===== src/rtl/fpu_unit.sv =====
// Binary32 add/subtract unit, round-toward-zero, handshake FSM with fixed 4-clock latency.
// Define FPU_SUB_EN to enable command 4'h1 (data_a - data_b); otherwise it returns quiet NaN.
module fpu_unit (
    input  logic        clock,
    input  logic        reset,
    input  logic [3:0]  command,
    input  logic [31:0] data_a,
    input  logic [31:0] data_b,
    input  logic        input_rdy,
    output logic        input_ack,
    output logic        output_rdy,
    input  logic        output_ack,
    output logic [31:0] result
);
    typedef enum logic [2:0] {
        S_IDLE  = 3'd0,
        S_ALIGN = 3'd1,
        S_ADD   = 3'd2,
        S_NORM  = 3'd3,
        S_PACK  = 3'd4,
        S_DONE  = 3'd5
    } state_t;

    localparam logic [31:0] QNAN = 32'h7FC0_0000;

    function automatic logic [4:0] lzc24(input logic [23:0] v);
        logic [4:0] n;
        logic       found;
        n     = 5'd24;
        found = 1'b0;
        for (int i = 23; i >= 0; i--) begin
            if (!found && v[i]) begin
                n     = 5'(23 - i);
                found = 1'b1;
            end else begin
                n     = n;
                found = found;
            end
        end
        return n;
    endfunction

    state_t             state_q, state_d;
    logic [3:0]         cmd_q, cmd_d;
    logic [31:0]        a_q, a_d, b_q, b_d;
    logic               sign_q, sign_d;
    logic [7:0]         exp_q, exp_d;
    logic [23:0]        big_q, big_d, small_q, small_d;
    logic               eff_sub_q, eff_sub_d;
    logic               special_q, special_d;
    logic [31:0]        special_val_q, special_val_d;
    logic [24:0]        sum_q, sum_d;
    logic               zero_q, zero_d;
    logic signed [9:0]  nexp_q, nexp_d;
    logic [22:0]        nfrac_q, nfrac_d;
    logic               in_ack_q, in_ack_d;
    logic               out_rdy_q, out_rdy_d;
    logic [31:0]        result_q, result_d;

    logic [31:0]        b_eff_s;
    logic               cmd_ok_s;
`ifdef FPU_SUB_EN
    assign b_eff_s  = (cmd_q == 4'h1) ? {~b_q[31], b_q[30:0]} : b_q;
    assign cmd_ok_s = (cmd_q == 4'h0) || (cmd_q == 4'h1);
`else
    assign b_eff_s  = b_q;
    assign cmd_ok_s = (cmd_q == 4'h0);
`endif

    // Field classification; exponent 0 (zero or denormal) counts as zero.
    logic a_nan_s, a_inf_s, a_zero_s, b_nan_s, b_inf_s, b_zero_s;
    assign a_nan_s  = (a_q[30:23] == 8'hFF) && (a_q[22:0] != 23'd0);
    assign a_inf_s  = (a_q[30:23] == 8'hFF) && (a_q[22:0] == 23'd0);
    assign a_zero_s = (a_q[30:23] == 8'h00);
    assign b_nan_s  = (b_eff_s[30:23] == 8'hFF) && (b_eff_s[22:0] != 23'd0);
    assign b_inf_s  = (b_eff_s[30:23] == 8'hFF) && (b_eff_s[22:0] == 23'd0);
    assign b_zero_s = (b_eff_s[30:23] == 8'h00);

    logic        swap_s;
    logic        big_sign_s;
    logic [30:0] big_mag_s, small_mag_s;
    logic [7:0]  diff_s;
    logic [23:0] small_mant_s;
    logic [4:0]  lz_s;
    assign swap_s       = b_eff_s[30:0] > a_q[30:0];
    assign big_sign_s   = swap_s ? b_eff_s[31] : a_q[31];
    assign big_mag_s    = swap_s ? b_eff_s[30:0] : a_q[30:0];
    assign small_mag_s  = swap_s ? a_q[30:0] : b_eff_s[30:0];
    assign diff_s       = big_mag_s[30:23] - small_mag_s[30:23];
    assign small_mant_s = {1'b1, small_mag_s[22:0]};
    assign lz_s         = lzc24(sum_q[23:0]);

    // Next-state and datapath stage logic.
    always_comb begin
        state_d       = state_q;
        cmd_d         = cmd_q;
        a_d           = a_q;
        b_d           = b_q;
        sign_d        = sign_q;
        exp_d         = exp_q;
        big_d         = big_q;
        small_d       = small_q;
        eff_sub_d     = eff_sub_q;
        special_d     = special_q;
        special_val_d = special_val_q;
        sum_d         = sum_q;
        zero_d        = zero_q;
        nexp_d        = nexp_q;
        nfrac_d       = nfrac_q;
        in_ack_d      = in_ack_q;
        out_rdy_d     = out_rdy_q;
        result_d      = result_q;
        case (state_q)
            S_IDLE: begin
                if (input_rdy) begin
                    cmd_d    = command;
                    a_d      = data_a;
                    b_d      = data_b;
                    in_ack_d = 1'b1;
                    state_d  = S_ALIGN;
                end else begin
                    state_d  = S_IDLE;
                end
            end
            S_ALIGN: begin
                sign_d    = big_sign_s;
                exp_d     = big_mag_s[30:23];
                big_d     = {1'b1, big_mag_s[22:0]};
                small_d   = (diff_s >= 8'd26) ? 24'd0 : (small_mant_s >> diff_s);
                eff_sub_d = a_q[31] ^ b_eff_s[31];
                special_d = 1'b1;
                if (!cmd_ok_s) begin
                    special_val_d = QNAN;
                end else if (a_nan_s || b_nan_s) begin
                    special_val_d = QNAN;
                end else if (a_inf_s && b_inf_s) begin
                    special_val_d = (a_q[31] == b_eff_s[31]) ? a_q : QNAN;
                end else if (a_inf_s) begin
                    special_val_d = a_q;
                end else if (b_inf_s) begin
                    special_val_d = b_eff_s;
                end else if (a_zero_s) begin
                    special_val_d = b_eff_s;
                end else if (b_zero_s) begin
                    special_val_d = a_q;
                end else begin
                    special_d     = 1'b0;
                    special_val_d = 32'h0000_0000;
                end
                state_d = S_ADD;
            end
            S_ADD: begin
                if (eff_sub_q) begin
                    sum_d = {1'b0, big_q} - {1'b0, small_q};
                end else begin
                    sum_d = {1'b0, big_q} + {1'b0, small_q};
                end
                state_d = S_NORM;
            end
            S_NORM: begin
                if (sum_q[24]) begin
                    zero_d  = 1'b0;
                    nexp_d  = $signed({2'b00, exp_q}) + 10'sd1;
                    nfrac_d = sum_q[23:1];
                end else if (sum_q[23:0] == 24'd0) begin
                    zero_d  = 1'b1;
                    nexp_d  = 10'sd0;
                    nfrac_d = 23'd0;
                end else begin
                    zero_d  = 1'b0;
                    nexp_d  = $signed({2'b00, exp_q}) - $signed({5'd0, lz_s});
                    nfrac_d = 23'(sum_q[22:0] << lz_s);
                end
                state_d = S_PACK;
            end
            S_PACK: begin
                if (special_q) begin
                    result_d = special_val_q;
                end else if (zero_q) begin
                    result_d = 32'h0000_0000;
                end else if (nexp_q >= 10'sd255) begin
                    result_d = {sign_q, 8'hFF, 23'd0};
                end else if (nexp_q <= 10'sd0) begin
                    result_d = {sign_q, 31'd0};
                end else begin
                    result_d = {sign_q, nexp_q[7:0], nfrac_q};
                end
                out_rdy_d = 1'b1;
                state_d   = S_DONE;
            end
            S_DONE: begin
                if (output_ack) begin
                    out_rdy_d = 1'b0;
                    in_ack_d  = 1'b0;
                    state_d   = S_IDLE;
                end else begin
                    state_d   = S_DONE;
                end
            end
            default: begin
                in_ack_d  = 1'b0;
                out_rdy_d = 1'b0;
                state_d   = S_IDLE;
            end
        endcase
    end

    // State and datapath registers with synchronous active-low reset.
    always_ff @(posedge clock) begin
        if (!reset) begin
            state_q       <= S_IDLE;
            cmd_q         <= 4'h0;
            a_q           <= 32'h0000_0000;
            b_q           <= 32'h0000_0000;
            sign_q        <= 1'b0;
            exp_q         <= 8'h00;
            big_q         <= 24'd0;
            small_q       <= 24'd0;
            eff_sub_q     <= 1'b0;
            special_q     <= 1'b0;
            special_val_q <= 32'h0000_0000;
            sum_q         <= 25'd0;
            zero_q        <= 1'b0;
            nexp_q        <= 10'sd0;
            nfrac_q       <= 23'd0;
            in_ack_q      <= 1'b0;
            out_rdy_q     <= 1'b0;
            result_q      <= 32'h0000_0000;
        end else begin
            state_q       <= state_d;
            cmd_q         <= cmd_d;
            a_q           <= a_d;
            b_q           <= b_d;
            sign_q        <= sign_d;
            exp_q         <= exp_d;
            big_q         <= big_d;
            small_q       <= small_d;
            eff_sub_q     <= eff_sub_d;
            special_q     <= special_d;
            special_val_q <= special_val_d;
            sum_q         <= sum_d;
            zero_q        <= zero_d;
            nexp_q        <= nexp_d;
            nfrac_q       <= nfrac_d;
            in_ack_q      <= in_ack_d;
            out_rdy_q     <= out_rdy_d;
            result_q      <= result_d;
        end
    end

    assign input_ack  = in_ack_q;
    assign output_rdy = out_rdy_q;
    assign result     = result_q;

endmodule


===== config.mk =====
export PLATFORM = sky130hd
export DESIGN_NAME = fpu_unit
export DESIGN_NICKNAME = d
export VERILOG_FILES = /design/src/rtl/fpu_unit.sv
export SDC_FILE = /design/constraint.sdc
export NUM_CORES = 1
export LEC_CHECK = 0
export BUFFER_PORTS_ARGS = -buffer_cell sky130_fd_sc_hd__buf_2
export CAP_MARGIN = 20
export CORE_MARGIN = 2
export CORE_UTILIZATION = 55
export DETAILED_ROUTE_END_ITERATION = 12
export GPL_TIMING_DRIVEN = 0
export PLACE_DENSITY = 0.76
export SLEW_MARGIN = 30
export SYNTH_ARGS = -nofsm -noshare
export SYNTH_HDL_FRONTEND = slang
export SYNTH_SLANG_ARGS = --single-unit

===== constraint.sdc =====
create_clock -name clock -period 4.6 [get_ports clock]
set_input_delay 0.23 -clock clock [delete_from_list [all_inputs] [get_ports clock]]
set_output_delay 0.23 -clock clock [all_outputs]
set_load 0.005 [all_outputs]

==> results of run 1 <==
registers in the layout, indices dropped and copies added (netlist names), 3 cells and up:
register,cells
state_q,3
exp_q,8
a_q,32
big_q,24
sum_q,25
result,32
small_q,24
special_val_q,32
b_eff_s,32
cmd_q,4
nfrac_q,23
nexp_q,10
routing by layer:
layer  part of all wire [%]  GRT usage [%]
met3                    9.8           6.53
met4                    6.2           22.2
met1                     39           52.3
met5                      0              0
met2                     45           66.1
final cells by class:
type / count / area [um^2] / share of cell area, %
inverters: 59 / 226 / 1.18
well taps: 378 / 473 / 2.46
multi-input cells: 1597 / 10100 / 52.5
clock inverters: 16 / 258 / 1.34
repair buffers: 223 / 1610 / 8.35
flip-flops and latches: 255 / 5210 / 27.1
clock buffers: 35 / 768 / 4.00
plain buffers: 137 / 599 / 3.12
per-stage QoR:
step                setup TNS (ns)  cell area (um^2)
CTS                       -0.00700             19100
global placement            -37.94             16700
global route               -0.0292             19200
finish                           0             19200
detailed placement          -34.83             16700
floorplan                        0             15700
path summary, 6_finish.rpt:
kind	slack, ns	endpoint	cells after the start	start
max	0.09	small_q[1]	19	a_q[0]
min	0.02	input_ack	3	input_rdy
max reg2reg	0.09	small_q[1]	19	a_q[0]
min reg2reg	0.46	cmd_q[0]	2	cmd_q[0]
power by group:
group | total, mW | leakage [nW] | switching (mW) | internal [mW]
Combinational | 5.70 | 4.83 | 3.54 | 2.16
Clock | 2.52 | 0.500 | 0.987 | 1.53
Sequential | 2.71 | 2.10 | 0.318 | 2.39
Total | 10.9 | 7.43 | 4.85 | 6.08
repair_timing:
item / in CTS / in global routing
pin swaps: 25 / 23
endpoints found under the hold margin: 68 / 0
cloned: 1 / 0
setup endpoints to repair: 27 / 31
buffers inserted: 36 / 14
hold buffers: 68 / 0
gates resized for setup: 114 / 37
layout by cell type, fill, tap and decap left out, types with 34 or more instances in the layout:
master and n:
mux2i_1 70, buf_2 114, nor2_1 203, o21ai_0 96, a311oi_1 35, nand3_1 54
dlygate4sd3_1 68, buf_4 46, a21oi_1 244, a221oi_1 37, ha_1 57, clkbuf_1 115
nor3_1 58, xnor2_1 34, nand2_1 349, dfxtp_1 215, inv_1 51
kinds of logic (layout without fill, tap and decap cells):
logic type	Yosys count	count (layout)	synth area share [%]
AOI/OAI and AO/OA	578	578	23.4
xor gates and xnor gates	50	50	2.79
adders and majority gates	67	67	5.44
buffers and inverters	202	470	5.10
DFF	255	255	32.6
muxes	104	104	8.48
and+or+nand+nor	797	798	22.2
worst max-delay path, stage by stage (launching register included):
cell and delay, ns:
dfxtp_1 0.62, ha_1 0.21, nand3b_1 0.10, a21oi_1 0.06
o31a_1 0.28, o41a_1 0.42, buf_6 0.15, nor2_4 0.18
a21oi_2 0.08, ha_2 0.21, o21a_1 0.19, o21ai_2 0.15
a21oi_2 0.08, mux2_4 0.28, or3_4 0.34, o211ai_4 0.20
buf_12 0.17, nand2_4 0.06, a2111oi_4 0.38, o221a_2 0.25
==> impl_metrics.py, run 1 <==
metrics = {
    "floorplan": {
        "io_pins": 106,
        "die_y_um": 173,
        "die_area_mm2": 0.0299,
        "std_cell_rows": 61,
        "core_area_mm2": 0.0279,
        "start_util_pct": 56.1,
        "die_w_um": 173,
    },
    "grt": {
        "grt-ovfl-total": 0,
        "first_global_vias": 17000,
        "grt_usage_pct": 40.9,
        "antenna_found_initial": 0,
        "grt_max_degree": 21,
        "grt_pass1_wl_um": 96900,
    },
    "outcome": {
        "status": "finished clean",
    },
    "synthesis": {
        "async_flop_share_pct": 0,
        "yosysWarningCount": 0,
        "synth.most_common_cell": "nand2_1",
        "yosysSeqAreaShare_pct": 32.6,
        "ys_seq_elements": 255,
        "synth_fp_nets": 2192,
        "yosys-top-cells-count": "nand2_1 (350), dfxtp_1 (255), a21oi_1 (248)",
        "synthFlopType": "dfxtp_1",
        "netlist_instances": 2053,
        "yosys.area.top_type": "dfxtp_1",
        "synth_edf_count": 0,
        "synthTopCellsByArea": "dfxtp_1 (33%), nand2_1 (8.4%), a21oi_1 (7.9%), ha_1 (5.2%), nor2_1 (4.9%)",
        "postSynthAreaPerCell_um2": 7.63,
        "ys_types": 82,
        "synth_area_mm2": 0.0157,
        "synth_top_area_share_pct": 32.6,
    },
    "timing": {
        "drv_slew": 0,
        "holdWs_ns": 0.0217,
        "max_freq_mhz": 222,
        "worst_pin_slew_ns": 1.02,
        "finalHoldViolations": 0,
        "fin_crit_sh_pct": 98.0,
        "maxSlewHeadroom_pct": 32.3,
        "setup_violations": 0,
        "layout_setup_ws_ns": 0.0933,
        "post-route-min-period_ns": 4.51,
        "fin_skew_ns": 0.0311,
    },
    "layout": {
        "fin_util_pct": 68.8,
        "n_antenna_cell": 0,
        "fillers": 2324,
        "layoutNonFillerInstCount": 2700,
        "nets": 2441,
        "area.growth.synth_to_final_pct": 22.7,
        "drive_above_1_share_pct": 15.2,
    },
    "routing": {
        "first_pass_iters": 8,
        "routed_wl_um": 63200,
        "drc_errors": 0,
        "vias_per_cell": 6.51,
        "final_antenna_net_count": 0,
        "wl_per_cell_um": 23.4,
        "vias": 17600,
        "first_iter_violations": 2172,
    },
    "clocking": {
        "clk_pin_slew_ns": 0.06,
        "cts_tree": "done",
        "ctsLongestPathBuffers": 3,
        "clk_latency_ns": 0.58,
        "clock_sinks": 255,
        "cts_root_buf": "clkbuf_16",
        "htree_levels": 1,
        "cts-buffers-inserted": 29,
    },
    "worst_setup_path": {
        "cp-end-kind": "register",
        "worst-path-max-fanout": 6,
        "crit_type": "reg2reg",
        "arrival_ns": 5.01,
        "required_ns": 5.10,
        "cp-start-kind": "register",
    },
    "placed_design": {
        "dp_hpwl_um": 45000,
        "place.detailed.instances": 2536,
        "gp_congestion": 1.02,
        "place_ws_ns": -1.96,
        "io_buffer_count": 105,
    },
    "power": {
        "p_leak_nw": 7.43,
        "peakVddDrop_mv": 0.337,
        "power.density_mw_per_mm2": 568,
        "finalPower_mw": 10.9,
    },
    "run": {
        "cap_viol_max_count": 0,
    },
    "worst_hold_path": {
        "hold_path_class": "in2reg",
    },
}
(Power assumes the default switching activity.)
==> run 2: changes to the inputs <==
- RECOVER_POWER: default -> 25
==> run 2 against run 1 <==
Effect of this change:
- wire length up 0.12%
- cell count unchanged
- total power about the same
- sequential share of layout area about the same
- clock power about the same
- first-iteration DRC count up 1.5%
- sequential power about the same
- sequential cell count unchanged
- critical path depth unchanged
- setup slack worse by 0.0096 ns
- combinational power about the same
==> impl_metrics.py, run 2 (same netlist as run 1, synthesis figures left out) <==
metrics = {
    "outcome": {
        "status": "finished clean",
    },
    "clocking": {
        "clk_latency_ns": 0.58,
        "ctsLongestPathBuffers": 3,
        "clock_sinks": 255,
        "htree_levels": 1,
        "cts_tree": "done",
        "clk_pin_slew_ns": 0.06,
        "cts-buffers-inserted": 29,
        "cts_root_buf": "clkbuf_16",
    },
    "floorplan": {
        "io_pins": 106,
        "die_w_um": 173,
        "die_area_mm2": 0.0299,
        "core_area_mm2": 0.0279,
        "die_y_um": 173,
        "std_cell_rows": 61,
        "start_util_pct": 56.1,
    },
    "worst_setup_path": {
        "arrival_ns": 5.02,
        "crit_family": "compound AO/OA/AOI/OAI gates",
        "cp-end-kind": "register",
        "cp-start-kind": "register",
        "cpPeakStageDelay_ns": 0.59,
        "cpMostUsedCell": "a21oi_2",
        "crit_type": "reg2reg",
        "crit_buf_inv": 2,
        "crit_chain": "inv_1 -> ha_1 -> a41o_1 -> a21oi_1 -> o32ai_1 -> o21a_2 -> nor2_4 -> a21oi_2 -> ha_2 -> o21a_1 -> o21ai_2 -> a21oi_2 -> mux2_4 -> or3_4 -> o211ai_4 -> buf_12 -> nand2_4 -> a2111oi_4 -> o221a_2",
        "required_ns": 5.10,
        "worst-path-max-fanout": 7,
        "worst_path_max_delay_cell": "dfxtp_1",
    },
    "timing": {
        "setup_violations": 0,
        "layout_setup_ws_ns": 0.0836,
        "worst_pin_slew_ns": 1.02,
        "fin_crit_sh_pct": 98.2,
        "maxSlewHeadroom_pct": 32.2,
        "holdWs_ns": 0.0233,
        "fin_skew_ns": 0.0277,
        "drv_slew": 0,
        "finalHoldViolations": 0,
        "post-route-min-period_ns": 4.52,
        "max_freq_mhz": 221,
    },
    "placed_design": {
        "io_buffer_count": 105,
        "gp_congestion": 1.02,
        "place.detailed.instances": 2536,
        "dp_hpwl_um": 45000,
        "placed_area_mm2": 0.0167,
        "place_ws_ns": -1.96,
    },
    "power": {
        "p_seq_share_pct": 24.8,
        "p_leak_nw": 7.38,
        "p_clk_share_pct": 23.0,
        "p_int_mw": 6.08,
        "peakVddDrop_mv": 0.335,
        "power.density_mw_per_mm2": 568,
        "power_frac_comb_pct": 52.2,
        "p_sw_mw": 4.84,
        "p_sw_share_pct": 44.4,
    },
    "routing": {
        "first_pass_iters": 7,
        "first_iter_violations": 2205,
        "vias_per_cell": 6.53,
        "routed_wl_um": 63300,
        "wl_per_cell_um": 23.4,
        "vias": 17600,
        "drc_errors": 0,
        "final_antenna_net_count": 0,
    },
    "layout": {
        "seq_area_mm2": 0.00521,
        "layout_commonest_cell": "nand2_1",
        "area.growth.synth_to_final_pct": 22.6,
        "final_cell_mix": "nand2_1 (349), a21oi_1 (244), dfxtp_1 (215), nor2_1 (203), clkbuf_1 (126)",
        "n_antenna_cell": 0,
        "drive_above_1_share_pct": 14.8,
        "fin_area_mm2": 0.0192,
        "fillers": 2330,
        "layoutNonFillerInstCount": 2700,
        "nets": 2441,
        "multi_input_area_mm2": 0.0101,
    },
    "run": {
        "cap_viol_max_count": 0,
    },
    "grt": {
        "grt_max_degree": 21,
        "first_global_vias": 17000,
        "antenna_found_initial": 0,
        "grt-ovfl-total": 0,
        "grt_usage_pct": 40.9,
        "grt_pass1_wl_um": 96900,
    },
    "worst_hold_path": {
        "hold_path_class": "in2reg",
    },
}
[run 2: changes by cell type in the layout (fill, tap and decap cells not counted)]
cell      change
clkbuf_1     +11
buf_2        -11
[run 2: final timing paths]
path         depth (start not counted)      start    endpoint  slack [ns]
max                                 19    a_q[17]  small_q[1]        0.08
min                                  3  input_rdy   input_ack        0.02
max reg2reg                         19    a_q[17]  small_q[1]        0.08
min reg2reg                          2   cmd_q[0]    cmd_q[0]        0.46
[run 2: power groups by stage]
stage | Combinational [mW] | Clock [mW] | Sequential, mW
floorplan | 3.80 | 0 | 2.58
global placement | 5.04 | 0 | 2.72
detailed placement | 5.10 | 0 | 2.73
CTS | 5.43 | 2.49 | 2.67
global route | 6.13 | 2.59 | 2.71
finish | 5.70 | 2.51 | 2.71
[run 2: cell type report]
type / instances / share of cell area [%]
Clock buffer: 35 / 4.00
Timing Repair Buffer: 223 / 8.28
Sequential cell: 255 / 27.1
Multi-Input combinational cell: 1597 / 52.5
Buffer: 137 / 3.12
Clock inverter: 16 / 1.34
Inverter: 59 / 1.18
Tap cell: 378 / 2.46
[run 2: layer usage]
layer / global-route usage [%] / vias up / part of all wire, %
met5: 0 / - / 0
met4: 22.2 / 0 / 6.5
met3: 6.53 / 268 / 9.6
met2: 66.1 / 1122 / 45
met1: 52.3 / 8336 / 39
li1: - / 7916 / -
[run 2: worst reg2reg max path, delay by kind of cell (launching register included)]
kind / cells / cell delay, ns
AO/OA/AOI/OAI: 11 / 2.14
AND/OR/NAND/NOR: 3 / 0.63
flip-flops: 1 / 0.59
adder cells (fa/ha/maj): 2 / 0.55
multiplexers: 1 / 0.28
buffers and inverters: 2 / 0.27
[run 2: what timing repair did]
item	in CTS	in global routing
setup endpoints to repair	27	31
cloned	1	0
resized for setup	114	37
pin swaps	25	23
setup buffers	36	14
hold endpoints to repair	68	0
hold buffers	68	0
[run 2: per-stage QoR]
stage	TNS, ns	utilization [%]	power [mW]
after floorplan	0	-	6.37
after global placement	-37.94	59.7	7.77
after detailed placement	-34.83	59.8	7.82
after CTS	-0.00700	68.2	10.6
after global routing	-0.0292	68.8	11.4
final	0	68.8	10.9
